`config.mk`:
```
export PLATFORM = sky130hd
export DESIGN_NAME = alu_multicycle_flat
export DESIGN_NICKNAME = d
export VERILOG_FILES = /design/src/rtl/alu_multicycle_if.sv /design/src/rtl/alu_multicycle.sv /design/src/flat_wrapper.sv
export SDC_FILE = /design/constraint.sdc
export NUM_CORES = 2
export LEC_CHECK = 0
export ABC_AREA = 1
export CAP_MARGIN = 25
export CORE_ASPECT_RATIO = 1.75
export CORE_MARGIN = 2
export CORE_UTILIZATION = 46
export DETAILED_ROUTE_END_ITERATION = 10
export PLACE_DENSITY = 0.76
export SETUP_SLACK_MARGIN = 0.2
export SYNTH_ARGS = -nofsm -noshare
export SYNTH_HDL_FRONTEND = slang
export SYNTH_SLANG_ARGS = --single-unit
```
`constraint.sdc`:
```
create_clock -name CLK -period 3.49 [get_ports CLK]
set_input_delay 0.8725 -clock CLK [delete_from_list [all_inputs] [get_ports CLK]]
set_output_delay 0.8725 -clock CLK [all_outputs]
set_load 0.03 [all_outputs]
```
`src/rtl/alu_multicycle_if.sv`:
```
// Handshake and data bundle between the register-read stage, the ALU and writeback.
interface alu_multicycle_if #(
  parameter int N = 64
);
  logic         InValid;
  logic         InReady;
  logic [3:0]   ALUCtrl;
  logic [N-1:0] BusA;
  logic [N-1:0] BusB;
  logic         OutValid;
  logic         OutReady;
  logic [N-1:0] BusW;
  logic         Zero;
  logic         Neg;
  logic         Carry;
  logic         Ovf;
  logic         Illegal;

  modport master (
    output InValid, ALUCtrl, BusA, BusB, OutReady,
    input  InReady, OutValid, BusW, Zero, Neg, Carry, Ovf, Illegal
  );

  modport slave (
    input  InValid, ALUCtrl, BusA, BusB, OutReady,
    output InReady, OutValid, BusW, Zero, Neg, Carry, Ovf, Illegal
  );
endinterface

```
`src/rtl/alu_multicycle.sv`:
```
// Registered ALU with NZCV flags and an iterative shift-add multiplier.
//
// state | meaning
// ------+-----------------------------------------------------------
// Idle  | ready for an operation (InReady=1)
// Mul   | shift-add multiply in progress, one multiplier bit per cycle
// Done  | result and flags presented (OutValid=1) until OutReady
module alu_multicycle #(
  parameter int N     = 64,
  parameter int LOGN  = 6,
  parameter bit MULEN = 1'b1
) (
  input logic           CLK,
  input logic           ResetL,
  alu_multicycle_if.slave bus
);

  localparam logic [3:0] OpAnd   = 4'b0000;
  localparam logic [3:0] OpOr    = 4'b0001;
  localparam logic [3:0] OpAdd   = 4'b0010;
  localparam logic [3:0] OpLsl   = 4'b0011;
  localparam logic [3:0] OpLsr   = 4'b0100;
  localparam logic [3:0] OpSub   = 4'b0110;
  localparam logic [3:0] OpPassB = 4'b0111;
  localparam logic [3:0] OpMul   = 4'b1000;

  typedef enum logic [1:0] {Idle, Mul, Done} stateT;

  stateT state, nextState;

  logic [N-1:0]    busW;
  logic            carryReg, ovfReg, illegalReg;
  logic [N-1:0]    mulA, mulB, acc;
  logic [LOGN-1:0] mulCnt;

  logic            accept, isMul, mulLast;
  logic [N:0]      sumExt;
  logic [N-1:0]    diff, aluResult, accNext;
  logic            shiftOut;
  logic [LOGN-1:0] shAmt;
  logic            aluCarry, aluOvf, aluIllegal;

  assign accept  = bus.InValid & (state == Idle);
  assign isMul   = MULEN && (bus.ALUCtrl == OpMul);
  assign mulLast = (mulCnt == '0);
  assign accNext = acc + (mulB[0] ? mulA : '0);

  // State register with synchronous active-low reset.
  always_ff @(posedge CLK) begin
    if (!ResetL) state <= Idle;
    else         state <= nextState;
  end

  // Next-state logic: Done always returns to Idle before another accept.
  always_comb begin
    nextState = state;
    case (state)
      Idle: if (accept) nextState = isMul ? Mul : Done;
      Mul:  if (mulLast) nextState = Done;
      Done: if (bus.OutReady) nextState = Idle;
      default: nextState = Idle;
    endcase
  end

  // Handshake outputs decoded from the state.
  always_comb begin
    bus.InReady  = (state == Idle);
    bus.OutValid = (state == Done);
  end

  // Single-cycle operations; shift amount is the full BusB so any upper bit forces zero.
  always_comb begin
    sumExt     = {1'b0, bus.BusA} + {1'b0, bus.BusB};
    diff       = bus.BusA - bus.BusB;
    shiftOut   = |bus.BusB[N-1:LOGN];
    shAmt      = bus.BusB[LOGN-1:0];
    aluResult  = '0;
    aluCarry   = 1'b0;
    aluOvf     = 1'b0;
    aluIllegal = 1'b0;
    case (bus.ALUCtrl)
      OpAnd:   aluResult = bus.BusA & bus.BusB;
      OpOr:    aluResult = bus.BusA | bus.BusB;
      OpAdd: begin
        aluResult = sumExt[N-1:0];
        aluCarry  = sumExt[N];
        aluOvf    = (bus.BusA[N-1] == bus.BusB[N-1]) && (sumExt[N-1] != bus.BusA[N-1]);
      end
      OpLsl:   aluResult = shiftOut ? '0 : (bus.BusA << shAmt);
      OpLsr:   aluResult = shiftOut ? '0 : (bus.BusA >> shAmt);
      OpSub: begin
        aluResult = diff;
        aluCarry  = (bus.BusA >= bus.BusB);
        aluOvf    = (bus.BusA[N-1] != bus.BusB[N-1]) && (diff[N-1] != bus.BusA[N-1]);
      end
      OpPassB: aluResult = bus.BusB;
      OpMul:   aluIllegal = !MULEN;
      default: aluIllegal = 1'b1;
    endcase
  end

  // Result/flag registers and multiplier datapath; flags only change together with BusW.
  always_ff @(posedge CLK) begin
    if (!ResetL) begin
      busW       <= '0;
      carryReg   <= 1'b0;
      ovfReg     <= 1'b0;
      illegalReg <= 1'b0;
      mulA       <= '0;
      mulB       <= '0;
      acc        <= '0;
      mulCnt     <= '0;
    end else if (accept) begin
      if (isMul) begin
        mulA   <= bus.BusA;
        mulB   <= bus.BusB;
        acc    <= '0;
        mulCnt <= LOGN'(N - 1);
      end else begin
        busW       <= aluResult;
        carryReg   <= aluCarry;
        ovfReg     <= aluOvf;
        illegalReg <= aluIllegal;
      end
    end else if (state == Mul) begin
      acc    <= accNext;
      mulA   <= mulA << 1;
      mulB   <= mulB >> 1;
      mulCnt <= mulCnt - 1'b1;
      if (mulLast) begin
        busW       <= accNext;
        carryReg   <= 1'b0;
        ovfReg     <= 1'b0;
        illegalReg <= 1'b0;
      end
    end
  end

  assign bus.BusW    = busW;
  assign bus.Zero    = (busW == '0);
  assign bus.Neg     = busW[N-1];
  assign bus.Carry   = carryReg;
  assign bus.Ovf     = ovfReg;
  assign bus.Illegal = illegalReg;

endmodule
```
`src/flat_wrapper.sv`:
```
// flat-port wrapper written by rule: the top's interface ports become plain ports
module alu_multicycle_flat 
#(
  parameter int N     = 64,
  parameter int LOGN  = 6,
  parameter bit MULEN = 1'b1
)
  (CLK, ResetL, bus_InValid, bus_ALUCtrl, bus_BusA, bus_BusB, bus_OutReady, bus_InReady, bus_OutValid, bus_BusW, bus_Zero, bus_Neg, bus_Carry, bus_Ovf, bus_Illegal);
  alu_multicycle_if #(.N(N)) bus_i ();
  input logic CLK;
  input logic ResetL;
  input wire logic [$bits(bus_i.InValid)-1:0] bus_InValid;
  input wire logic [$bits(bus_i.ALUCtrl)-1:0] bus_ALUCtrl;
  input wire logic [$bits(bus_i.BusA)-1:0] bus_BusA;
  input wire logic [$bits(bus_i.BusB)-1:0] bus_BusB;
  input wire logic [$bits(bus_i.OutReady)-1:0] bus_OutReady;
  output wire logic [$bits(bus_i.InReady)-1:0] bus_InReady;
  output wire logic [$bits(bus_i.OutValid)-1:0] bus_OutValid;
  output wire logic [$bits(bus_i.BusW)-1:0] bus_BusW;
  output wire logic [$bits(bus_i.Zero)-1:0] bus_Zero;
  output wire logic [$bits(bus_i.Neg)-1:0] bus_Neg;
  output wire logic [$bits(bus_i.Carry)-1:0] bus_Carry;
  output wire logic [$bits(bus_i.Ovf)-1:0] bus_Ovf;
  output wire logic [$bits(bus_i.Illegal)-1:0] bus_Illegal;
  assign bus_i.InValid = bus_InValid;
  assign bus_i.ALUCtrl = bus_ALUCtrl;
  assign bus_i.BusA = bus_BusA;
  assign bus_i.BusB = bus_BusB;
  assign bus_i.OutReady = bus_OutReady;
  assign bus_InReady = bus_i.InReady;
  assign bus_OutValid = bus_i.OutValid;
  assign bus_BusW = bus_i.BusW;
  assign bus_Zero = bus_i.Zero;
  assign bus_Neg = bus_i.Neg;
  assign bus_Carry = bus_i.Carry;
  assign bus_Ovf = bus_i.Ovf;
  assign bus_Illegal = bus_i.Illegal;
  alu_multicycle #(.N(N), .LOGN(LOGN), .MULEN(MULEN)) u_core (.CLK(CLK), .ResetL(ResetL), .bus(bus_i));
endmodule
```
==> run metrics, run 1 <==
outcome=aborted with a tool error; failing step=global routing (5_1_grt); Run Error=[ERROR GRT-0116] Global routing finished with congestion. Check the congestion regions in the DRC Viewer.; IO buf count=206; Post-Syn Nets=about 7600; Distinct cells, synth=56; Starting Density=between 40% and 50%; Post-DP HPWL=about 210000 um; die width=between 200 and 250 um; Post-synth EDFFs=0; syn avg cell area=approximately 5.4 um^2; clk buf depth=3; Row Count=140; # hold bufs at CTS=0; Sink Count=267; total CTS buffers=27; I/O pin count=a little over 200; worst slack, placed=-0.7859 ns; ys flop type=dfxtp_1; GRT Total Usage=approximately 68%; H-tree depth=1; yosys warns=0; synthesized area=just under 40000 um^2; Post-Syn Instances=~7200; Synth Register Bits=about 270; Async S/R FF share, synth=0%; routability cong.=roughly 1.2; die height=388.0 um; root buf cell=clkbuf_16; Placed Cells=between 9000 and 10000; total gr overflow=293; Seq/Total Area, Yosys=~14%; largest net degree at the start of global routing=~110; first-pass GRT wire length=about 440000 um; vias in the first global route=roughly 63000
[stage by stage]
stage               area, um^2  hold WS [ns]
global placement         51700        0.4549
CTS                      52850        0.4786
floorplan                38750        0.4410
detailed placement       51700        0.4674
[logic make-up after synthesis]
kind of cell | count (synthesis) | share of synthesized area [%]
XOR/XNOR | 4 | 0.09039
multiplexers | 5 | 0.1291
AO/OA/AOI/OAI | 1324 | 18.94
adder cells (fa/ha/maj) | 276 | 8.969
AND/OR/NAND/NOR | 3980 | 44.17
flip-flops | 267 | 13.79
buffers and inverters | 1338 | 13.92
[what timing repair did]
item                       in CTS
setup endpoints to repair      41
gates resized for setup        82
hold endpoints to repair        0
buffers inserted                2
pin swaps                       4
[Yosys cell counts, types with 19 or more instances]
cell,instances,area (um^2)
nor3_1,52,260.3
o21bai_1,42,315.3
o21ai_1,36,180.2
a31oi_1,145,907.1
o211ai_1,40,300.3
nand2_1,2005,7526
o22ai_1,48,300.3
nand4_1,131,819.5
nand2_2,26,162.7
buf_2,149,745.7
a21oi_1,470,2352
ha_1,273,3416
inv_2,19,71.32
buf_1,29,108.9
nor2_1,558,2095
clkbuf_1,139,521.8
and2_1,29,181.4
dfxtp_1,267,5345
nand3_1,1082,5415
nor4_1,34,212.7
o21ai_0,467,2337
inv_1,962,3611
buf_4,26,195.2
[per-layer routing]
| metal | global-route usage, % | overflow |
|---|---|---|
| met3 | 41.78 | 1 |
| met2 | 91.98 | 143 |
| met4 | 71.47 | 148 |
| met5 | 10.64 | 0 |
| met1 | 67.68 | 1 |
==> inputs of run 2 (changes only) <==
--- a/config.mk
+++ b/config.mk
@@ -7,12 +7,10 @@
 export LEC_CHECK = 0
 export ABC_AREA = 1
 export CAP_MARGIN = 25
-export CORE_ASPECT_RATIO = 1.75
 export CORE_MARGIN = 2
-export CORE_UTILIZATION = 46
+export CORE_UTILIZATION = 31
 export DETAILED_ROUTE_END_ITERATION = 10
-export PLACE_DENSITY = 0.76
-export SETUP_SLACK_MARGIN = 0.2
+export PLACE_DENSITY_LB_ADDON = 0.15
 export SYNTH_ARGS = -nofsm -noshare
 export SYNTH_HDL_FRONTEND = slang
 export SYNTH_SLANG_ARGS = --single-unit
==> run metrics, run 2 <==
most frequent cells in the layout=nand2_1, buf_4, nand3_1; first-pass GRT wire length=between 400000 and 500000 um; M3 GR Usage=11.38%; Via Count=around 60000; min-delay worst type=flip-flop to flip-flop; area grow syn2layout=49.04%; max frequency=roughly 280 MHz; Seq/Total Area, Yosys=around 14%; synthesized area=~39000 um^2; met2 Track Usage GR=65.49%; WP data arrival=4.11 ns; Post-DP HPWL=257300 um; post-synthesis compound-gate area fraction=a little under a fifth; Final min period=3.578 ns; Core Util, Final=between 40% and 50%; RSZ-0062 raised after global routing=yes; Placed Cells=10385; Row Count=approximately 130; top post-synthesis cells by area=nand2_1, nand3_1, dfxtp_1; CP max FO=6; GRT Total Usage=between 40 and 50%; routability cong.=1.129; total gr overflow=0; Hold Slack=around 0.46 ns; post-synth top area share=19.42%; post-synthesis mux area share=0.1291%; initial DRC count=a little under 8000; largest net degree at the start of global routing=around 100; synth cell count leaders=nand2_1, nand3_1, inv_1; Worst setup SP type=input port; root buf cell=clkbuf_16; Worst EP required=about 4.0 ns; ys flop type=dfxtp_1; Post-synth EDFFs=0; I/O pin count=~210; Max-Slew Margin vs Limit=39.57%; crit share post-route=102.5%; post-route ant nets=0; DRT Wirelength=roughly 300000 um; VDD IR-drop max=0.3447 mV; clk_lat worst skew=0.66 ns; count leader, synth=nand2_1; syn avg cell area=roughly 5.4 um^2; Die Footprint=between 100000 and 150000 um^2; final hold vios=0; critical path class=input port to flip-flop; post-route insts no fill=around 10000; Placeable Area=123800 um^2; cell taking the most area after synthesis=nand2_1; Lkg Pwr=29.07 nW; Sink Count=~270; clock skew=about 0.037 ns; Pre-antenna DRT Iters=6; IO buf count=206; # hold bufs at CTS=0; clk buf depth=3; Post-Syn Nets=7606; CTS clk-pin slew, worst paths=~0.07 ns; final setup vio count=3; post-synthesis simple-gate area fraction=between 40% and 50%; via/cell ratio=between 5 and 6; DRC=0; failing checks=setup timing; crit path capture type=flip-flop; die width=between 300 and 400 um; Starting Density=between 30% and 40%; setup_tns=-0.1669 ns; Async S/R FF share, synth=0%; PnR worst setup slack=-0.08778 ns; WL/cell=~29 um; PD cells=about 260 nW/um^2; commonest non-fill, non-tap cell in the layout=nand2_1; H-tree depth=2; Synth Register Bits=approximately 270; Post-Synth XOR/XNOR Area=less than 1%; CTS tree=done; Total Power Consumption=about 0.015 W; GR peak layer=met2; outcome=complete, but fails checks; die height=357.6 um; met1 Usage GRT=approximately 58%; nets@finish=around 9200; adder-cell share of the synthesized area=8.969%; yosys warns=0; Filler cells=around 14000; layout cell share with drive strength beyond 1=24.22%; number of max-cap violations=0; Worst Tran Pin Value=around 0.91 ns; Post-Syn Instances=slightly above 7000; vias in the first global route=around 54000; max-slew violations=0; largest family of logic cells by synthesized area=simple AND/OR/NAND/NOR gates; Distinct cells, synth=between 50 and 60; initial antenna violation count=16; total CTS buffers=39
[run 2: cell type report]
type / count / area (um^2) / share of cell area [%]
Multi-Input combinational cell: 5589 / 29230 / 50.60
Clock buffer: 49 / 1044 / 1.807
Tap cell: 1637 / 2048 / 3.546
Timing Repair Buffer: 1920 / 16160 / 27.99
Inverter: 982 / 3717 / 6.436
Sequential cell: 267 / 5346 / 9.257
Antenna cell: 7 / 17.52 / 0.03033
Clock inverter: 20 / 192.7 / 0.3336
[run 2: cell families (layout without fill, tap and decap cells)]
kind of cell,count (synthesis),count (layout)
XOR/XNOR,4,4
buffers and inverters,1338,2971
multiplexers,5,5
AND/OR/NAND/NOR,3980,3980
AO/OA/AOI/OAI,1324,1324
flip-flops,267,267
adder cells (fa/ha/maj),276,276
other,0,7
[run 2: path summary, 6_finish.rpt]
path                                start                                to  slack (ns)  cells after the start
min reg2reg  u_core.mulB[34]$_SDFFE_PN0P_      u_core.mulB[33]$_SDFFE_PN0P_        0.46                      2
max reg2reg   u_core.mulB[0]$_SDFFE_PN0P_       u_core.acc[62]$_SDFFE_PN0P_        0.05                     17
max                          bus_BusA[17]  u_core.bus.BusW[22]$_SDFFE_PN0P_       -0.09                     16
min          u_core.mulB[34]$_SDFFE_PN0P_      u_core.mulB[33]$_SDFFE_PN0P_        0.46                      2
[run 2: layer usage]
layer / vias up / share of wire [%] / wire, um
li1: 26924 / - / -
met1: 27464 / 40 / 120300
met2: 3416 / 40 / 120000
met3: 715 / 11 / 33540
met4: 12 / 9.2 / 27620
met5: - / 0.026 / 78
[run 2: critical path, cell delays in order]
cell and delay, ns:
clkdlybuf4s50_1 0.43, inv_2 0.20, ha_4 0.28, nand2_1 0.11
inv_1 0.11, buf_4 0.15, nand2_1 0.05, nand3_1 0.21
a21oi_2 0.24, buf_4 0.15, nand3_2 0.16, buf_4 0.20
o21ai_2 0.20, nand4_1 0.38, a21oi_2 0.28, nor2_1 0.05
[run 2: repair_timing]
action,4_1_cts,5_1_grt
resized for setup,85,265
setup endpoints to repair,44,61
pin swaps,7,35
setup buffers,0,10
[run 2: power breakdown]
group / internal, W / switching [W] / total [W]
sequential: 0.00319 / 0.000155 / 0.00335
clock: 0.00229 / 0.00193 / 0.00422
combinational: 0.00291 / 0.00472 / 0.00763
[run 2: through the flow]
step	instance area, um^2	setup WS, ns
after floorplan	38750	0.2128
after global routing	57750	-0.02779
after detailed placement	55220	-1.250
final	57760	-0.08778
after CTS	56660	-0.05269
after global placement	55220	-1.257
(Power assumes the default switching activity.)
